==> config.mk <==
export PLATFORM = sky130hd
export DESIGN_NAME = fp_divider
export DESIGN_NICKNAME = d
export VERILOG_FILES = /design/src/rtl/fp_divider.sv
export SDC_FILE = /design/constraint.sdc
export NUM_CORES = 1
export LEC_CHECK = 0
export CAP_MARGIN = 10
export CORE_MARGIN = 2
export CORE_UTILIZATION = 50
export DETAILED_ROUTE_END_ITERATION = 8
export PLACE_DENSITY = 0.73
export SLEW_MARGIN = 25
export SYNTH_ARGS = -nofsm -noshare
export SYNTH_HDL_FRONTEND = slang
export SYNTH_SLANG_ARGS = --single-unit
==> constraint.sdc <==
create_clock -name clk -period 6.3 [get_ports clk]
set_input_delay 0.63 -clock clk [delete_from_list [all_inputs] [get_ports clk]]
set_output_delay 0.63 -clock clk [all_outputs]
set_load 0.01 [all_outputs]
==> src/rtl/fp_divider.sv <==
// rtl/fp_divider.sv - iterative IEEE-754 single-precision restoring divider, optional FP_DIV_EARLY_EXIT_EN
module fp_divider #(
   parameter int EXP_W = 8,
   parameter int MAN_W = 23,
   parameter int BIAS  = 127
) (
   input  logic                   clk,
   input  logic                   rst,
   input  logic                   in_valid,
   output logic                   in_ready,
   input  logic [EXP_W+MAN_W:0]   A,
   input  logic [EXP_W+MAN_W:0]   B,
   output logic                   out_valid,
   input  logic                   out_ready,
   output logic [EXP_W+MAN_W:0]   quot,
   output logic                   exception,
   output logic                   div_zero,
   output logic                   overflow,
   output logic                   underflow
);

   localparam int W       = EXP_W + MAN_W + 1;
   localparam int QBITS   = MAN_W + 3;
   localparam int CNT_W   = $clog2(QBITS);
   localparam int EW      = EXP_W + 2;
   localparam int EXP_MAX = (1 << EXP_W) - 1;

   localparam logic [1:0] IDLE   = 2'd0;
   localparam logic [1:0] DIVIDE = 2'd1;
   localparam logic [1:0] ROUND  = 2'd2;
   localparam logic [1:0] DONE   = 2'd3;

   logic [1:0]       state;
   logic [CNT_W-1:0] cnt;
   logic             sign_r, exc_r, dz_r, az_r;
   logic [EXP_W-1:0] ea_r, eb_r;
   logic [MAN_W:0]   divisor;
   logic [QBITS-1:0] rem, q;

   // Special-case results share one encoding: {exception, div_zero, overflow, underflow, quot}
   function automatic logic [W+3:0] special_result(input logic s, input logic exc, input logic dz);
      if (exc)
         special_result = {4'b1000, {W{1'b0}}};
      else if (dz)
         special_result = {4'b0100, s, {EXP_W{1'b1}}, {MAN_W{1'b0}}};
      else
         special_result = {4'b0000, s, {(W-1){1'b0}}};
   endfunction

   logic             in_sign, in_exc, in_dz, in_az;
   logic [EXP_W-1:0] in_ea, in_eb;

   // Decode operand classes straight from the inputs at accept time
   always_comb begin
      in_ea   = A[W-2:MAN_W];
      in_eb   = B[W-2:MAN_W];
      in_sign = A[W-1] ^ B[W-1];
      in_exc  = (&in_ea) | (&in_eb);
      in_dz   = ~(|in_eb);
      in_az   = ~(|in_ea);
   end

   logic [QBITS-1:0] div_ext, rem_nx;
   logic             ge;

   // One restoring step: subtract the divisor when it fits, that decides the next quotient bit
   always_comb begin
      div_ext = {{(QBITS-MAN_W-1){1'b0}}, divisor};
      ge      = (rem >= div_ext);
      rem_nx  = ge ? (rem - div_ext) : rem;
   end

   logic             qhi, rbit, sbit, round_up, carry;
   logic [MAN_W-1:0] mant_pre, mant_fin;
   logic [MAN_W:0]   mant_inc;
   logic signed [EW-1:0] e_base, e_pre, e_fin;
   logic             ovf, unf;
   logic [W+3:0]     res;

   // Normalise on the quotient MSB, round to nearest even, then apply result priority
   always_comb begin
      qhi = q[QBITS-1];
      if (qhi) begin
         mant_pre = q[QBITS-2:2];
         rbit     = q[1];
         sbit     = q[0] | (|rem);
      end else begin
         mant_pre = q[QBITS-3:1];
         rbit     = q[0];
         sbit     = |rem;
      end
      e_base   = $signed({2'b00, ea_r}) - $signed({2'b00, eb_r}) + $signed(EW'(BIAS));
      e_pre    = qhi ? e_base : (e_base - $signed(EW'(1)));
      round_up = rbit & (sbit | mant_pre[0]);
      mant_inc = {1'b0, mant_pre} + {{MAN_W{1'b0}}, round_up};
      carry    = mant_inc[MAN_W];
      mant_fin = mant_inc[MAN_W-1:0];
      e_fin    = e_pre + $signed({{(EW-1){1'b0}}, carry});
      ovf      = !e_fin[EW-1] && (e_fin[EW-2:0] >= (EW-1)'(EXP_MAX));
      unf      = e_fin[EW-1] || (e_fin == '0);
      if (exc_r || dz_r || az_r)
         res = special_result(sign_r, exc_r, dz_r);
      else if (ovf)
         res = {4'b0010, sign_r, {EXP_W{1'b1}}, {MAN_W{1'b0}}};
      else if (unf)
         res = {4'b0001, sign_r, {(W-1){1'b0}}};
      else
         res = {4'b0000, sign_r, e_fin[EXP_W-1:0], mant_fin};
   end

   logic [W+3:0] early_res;
   assign early_res = special_result(in_sign, in_exc, in_dz);

   // Control FSM and datapath registers
   always_ff @(posedge clk) begin
      if (rst) begin
         state     <= IDLE;
         cnt       <= '0;
         sign_r    <= 1'b0;
         exc_r     <= 1'b0;
         dz_r      <= 1'b0;
         az_r      <= 1'b0;
         ea_r      <= '0;
         eb_r      <= '0;
         divisor   <= '0;
         rem       <= '0;
         q         <= '0;
         quot      <= '0;
         exception <= 1'b0;
         div_zero  <= 1'b0;
         overflow  <= 1'b0;
         underflow <= 1'b0;
      end else begin
         case (state)
            IDLE: begin
               if (in_valid) begin
                  sign_r  <= in_sign;
                  exc_r   <= in_exc;
                  dz_r    <= in_dz;
                  az_r    <= in_az;
                  ea_r    <= in_ea;
                  eb_r    <= in_eb;
                  divisor <= {~in_dz, B[MAN_W-1:0]};
                  rem     <= {{(QBITS-MAN_W-1){1'b0}}, ~in_az, A[MAN_W-1:0]};
                  q       <= '0;
                  cnt     <= '0;
`ifdef FP_DIV_EARLY_EXIT_EN
                  if (in_exc || in_dz || in_az) begin
                     {exception, div_zero, overflow, underflow, quot} <= early_res;
                     state <= DONE;
                  end else begin
                     state <= DIVIDE;
                  end
`else
                  state <= DIVIDE;
`endif
               end
            end
            DIVIDE: begin
               q   <= {q[QBITS-2:0], ge};
               rem <= {rem_nx[QBITS-2:0], 1'b0};
               cnt <= cnt + 1'b1;
               if (cnt == CNT_W'(QBITS - 1))
                  state <= ROUND;
            end
            ROUND: begin
               {exception, div_zero, overflow, underflow, quot} <= res;
               state <= DONE;
            end
            default: begin
               if (out_ready)
                  state <= IDLE;
            end
         endcase
      end
   end

   assign in_ready  = (state == IDLE);
   assign out_valid = (state == DONE);

`ifndef FP_DIV_EARLY_EXIT_EN
   logic unused_early;
   assign unused_early = ^early_res;
`endif

endmodule

After elaboration in Yosys (flattened, before gate mapping):

Cells that the tools add are included.
W data, S select, Z words.

* mux-type cells: 20
* eq/ne operators: 6
* add/subtract/negate cells: 7
* shifts and indexed selects: 0
* divide/modulo/power cells: 0
* $lt $le $gt $ge: 2
* multipliers: 0
* reductions and logical operators: 17
* bitwise logic cells: 7

Operators with widths (number)
* $pmux W26 S2: 2
* $mux W36: 2
* $mux W26: 2
* $mux W35: 1
* $mux W34: 1
* $mux W33: 1
* $ge A26 B24 Y1: 1
* $reduce_or A26 Y1: 1
* $mux W25: 1
* $sub A25 B24 Y25: 1
* $add A23 B1 Y24: 1
* $mux W23: 1
* $reduce_and A8 Y1: 2
* $reduce_or A8 Y1: 2
* $add A10 B2 Y10: 1
* $add A9 B8 Y10 const B: 1
* $logic_not A10 Y1: 1
* $mux W10: 1
* $pmux W5 S2: 1
* $sub A10 B2 Y10 const B: 1
* $ge A9 B8 Y1 const B: 1
* $sub A8 B8 Y9: 1
* $mux W2: 3
* $pmux W2 S3: 1
* other kinds (19): 28

* ROM bits: 0
* memories kept: 0
* logic and storage cells: 75
* RAM bits: 0
* register bits after elaboration: 139
* bits in latches: 0

Longest topological paths before layout:

* depth after elaboration: 12
* depth in mapped cells: 27

Least setup slack after synthesis:

OpenSTA, ideal clock, no wires.

* path type: register -> register
* from: register q[25]
* to: register overflow
* library setup time: 0.067 ns
* cell stages (with the launch flop): 27
* arrival: 5.312 ns
* required time: 6.233 ns
* period minus slack after synthesis: 5.379 ns
* slack: 0.921 ns
* path through: dfxtp_1 -> clkbuf_1 -> clkbuf_1 -> clkbuf_1 -> clkbuf_1 -> buf_1 -> nand2_1 -> a22oi_1 -> a21o_1 -> ha_1 -> nand3_1 -> a21oi_1 -> and4_1 -> nand2_1 -> nor2_1 -> and2_0 -> nand3_1 -> nor2_1 -> ha_1 -> and3_1 -> xor2_1 -> nand4_1 -> a211o_1 -> a221o_1 -> buf_6 -> or3b_1 -> a21oi_2

* longest elaborated chain between the ends: 9

Ends and longest elaborated chain
* start, declared: line 38 `logic [QBITS-1:0] rem, q;`
* start signal, assigned: line 160 `q <= {q[QBITS-2:0], ge};`
* $mux W1 or $mux W23 (tied branches): line 83 `if (qhi) begin`
* $or A1 B1 Y1: line 94 `round_up = rbit & (sbit | mant_pre[0]);`
* $and A1 B1 Y1: line 94
* $add A23 B1 Y24: line 95 `mant_inc = {1'b0, mant_pre} + {{MAN_W{1'b0}}, round_up};`
* $add A10 B2 Y10 (*): line 98 `e_fin = e_pre + $signed({{(EW-1){1'b0}}, carry});`
* $ge A9 B8 Y1 or $logic_not A1 Y1 (tied branches): line 99 `ovf = !e_fin[EW-1] && (e_fin[EW-2:0] >= (EW-1)'(EXP_MAX));`
* $logic_and A1 B1 Y1 (*): line 99
* $mux W34 (*): line 103 `else if (ovf)`
* $mux W36 (*): line 101 `if (exc_r || dz_r || az_r)`
* end signal, assigned: line 167 `{exception, div_zero, overflow, underflow, quot} <= res;`
* end, declared: line 18 `output logic overflow,`

Mark *: on every way between the ends. The rest lies on a longest branch, timed or not.
A chain may end at the register's enable or synchronous reset.

Worst setup path after layout:

* from: register q[25]
* to: register quot[10]

* longest elaborated chain between the ends: 10

Ends and longest elaborated chain
* parallel branches: the longest is 8 deep, another holds $add A23 B1 Y24
* $mux W34 (*): line 103
* $mux W36 (*): line 101
* end signal, assigned: line 167
* end, declared: line 15 `output logic [EXP_W+MAN_W:0] quot,`

Mark *: on every way between the ends.

==> results.ini <==
[run_status]
outcome=completed

[route]
avgViaCountPerCell=5.90
drt_iter0_drc=479
postRouteAntennaNets=0
routed_wl_um=23200
drt_first_pass_iters=5
vias=8609
routedWlPerCell_um=15.9
route.detailed.drc=0

[synth]
synth_top_area_share_pct=30.8
async_flop_share_pct=0
yosys-top-cells-count=nand2_1, dfxtp_1, a21oi_1
synth_area_per_cell_um2=7.81
synth_top_area_cell=dfxtp_1
ys_ff_latch=139
yosysWarningCount=0
synth_area_leaders=dfxtp_1, nand2_1, a21oi_1
seq_area_frac_synth_pct=30.8
synth_edf_count=0
synth_cell_types=80
synthesis.nets=1273
synthesis.area_mm2=0.00904
synth_most_common_cell=nand2_1
synth-main-ff-cell=dfxtp_1
synthCells=1158

[timing]
setup-tns-final_ns=0
setup_viol=0
fmax_ghz=0.181
rsz0062_at_grt=false
fin_crit_ns=5.54
drv_slew=0
fin_crit_sh_pct=87.9
slew_headroom_pct=35.3
fin_skew_ns=0.00748
tightest_slew_ns=0.957
hold_viol_final=0

[global_routing]
grt_pass1_vias=8078
grt_max_degree=74
antenna_found_initial=0
grt_first_pass_wirelength_um=39300
grt-ovfl-total=0
track_usage_pct=24.3

[setup_path]
critPathKind=reg -> reg
start_kind=register
slowest_stage=nand3_2
ff2ff_setup_slack_ns=0.76
ff2ff_path_depth=22
crit_start=q[25]
r2r-start=q[25]
slowest_delay_ns=0.54
end_kind=register
arrival_ns=5.81
worstPathCellList=buf_4, mux2_2, nor3_1, a22oi_1, a21o_1, ha_1, nand3_1, a21oi_1, and4_1, nand2_1, nor2_1, and2_0, nand3_1, nor2_1, ha_1, and3_1, xor2_1, nand4_1, a211o_1, a221o_1, nand3_2, o41ai_2
endpoint=quot[10]
rr_endpoint=quot[10]
crit_required_ns=6.58
cp_max_fo=37

[place]
placed_area_mm2=0.0102
dp_cells=1427
hpwl_um=16000
io_buffers=105
place_congestion=0.903

[clock_tree]
tritoncts=built
cts.clk_slew.worst_paths_ns=0.06
cts_htree_levels=4
numCtsBuffers=17
cts_max_path_buffers=2
post_cts_resized=0
cts_hold_buf=0
root_buffer=clkbuf_16
insertion_delay_ns=0.43
clock_sinks=139
cts_setup_buffers=0

[layout]
instances_no_fill=1458
nets=1332
syn2layout_area_growth_pct=18.6
drive_gt1_share_pct=7.00
insertedDiodeCount=0
final_area_mm2=0.0107

[die]
core_area_mm2=0.0178
die_w_um=138
initial_core_util_pct=50.7
die_y_um=138
rows=49
die-area_mm2=0.0192
io_pins=106

[power]
power_leakage_nw=3.98
power.density_mw_per_mm2=454
peakVddDrop_mv=0.337

[worst_hold_path]
min_path_type=reg -> reg

[flow_run]
cap_violations=0

==> per-layer routing <==
layer	track usage (%)	vias up	routed length [um]
li1	-	4305	-
met1	31.8	4060	10700
met2	40.6	216	11000
met3	4.95	28	1080
met4	6.93	0	384
met5	0	-	0
==> placed cells by master, fill, tap and decap left out, types with 19 or more instances in the layout <==
master             n
nand2_1          202
dfxtp_1          138
a21oi_1          120
clkdlybuf4s50_1  104
nor2_1            73
inv_1             56
nand3_1           50
ha_1              44
nor3_1            27
xnor2_1           22
xor2_1            21
o21ai_0           19
==> per-stage QoR <==
step	worst slack [ns]	utilization [%]	power, W	hold WS [ns]
2_1_floorplan	0.921	-	0.00331	0.436
3_3_place_gp	1.04	56.9	0.00384	0.439
3_5_place_dp	0.847	56.9	0.00386	0.445
4_1_cts	0.813	60.1	0.00486	0.456
5_1_grt	0.252	60.1	0.00526	0.473
6_report	0.765	60.1	0.00487	0.455
==> critical path, delay by kind of cell (launching register included) <==
family / cells / cell delay, ns
compound gates: 6 / 1.46
xor+xnor: 1 / 0.25
fa+ha+maj: 2 / 0.41
buf+inv: 1 / 0.33
flops: 1 / 0.32
mux: 1 / 0.24
simple gates: 11 / 2.37
==> registers in the layout, indices dropped and copies added, names as in the netlist <==
signal,flops
quot,32
q,26
rem,26
divisor,24
ea_r,8
eb_r,8
cnt,5
state,2
az_r,1
div_zero,1
dz_r,1
exc_r,1
exception,1
overflow,1
sign_r,1
underflow,1
==> cells by family (layout without fill, tap and decap cells) <==
logic type | Yosys count | in the layout | synth area share [%]
flip-flops | 139 | 139 | 30.8
AND/OR/NAND/NOR | 458 | 458 | 23.8
buffers and inverters | 133 | 204 | 5.87
AO/OA/AOI/OAI | 317 | 317 | 25.7
multiplexers | 18 | 18 | 2.14
adder cells (fa/ha/maj) | 47 | 47 | 6.67
XOR/XNOR | 46 | 46 | 5.02
==> report_power, final <==
part	switching [W]	leakage (nW)	internal, W
clock network	0.000374	0.276	0.000609
registers	0.000110	1.13	0.00101
logic	0.00168	2.57	0.00109
total	0.00217	3.98	0.00271
==> how the worst min path moves through the flow <==
stage                            from     endpoint  cells after the start
after floorplan           divisor[10]  divisor[10]                      2
after global placement        quot[2]      quot[2]                      2
after detailed placement      quot[5]      quot[5]                      2
after CTS                     ea_r[0]      ea_r[0]                      2
after global routing          quot[5]      quot[5]                      2
final                     divisor[13]  divisor[13]                      2
==> final cells by class <==
cell class                      instances  area [um^2]
Fill cell                            1661         7120
Multi-Input combinational cell        886         5740
Sequential cell                       139         2780
Timing Repair Buffer                  116         1130
Clock buffer                           24          482
Tap cell                              229          287
Inverter                               57          214
Clock inverter                          7         90.1
Power figures use the tool's default switching activity.
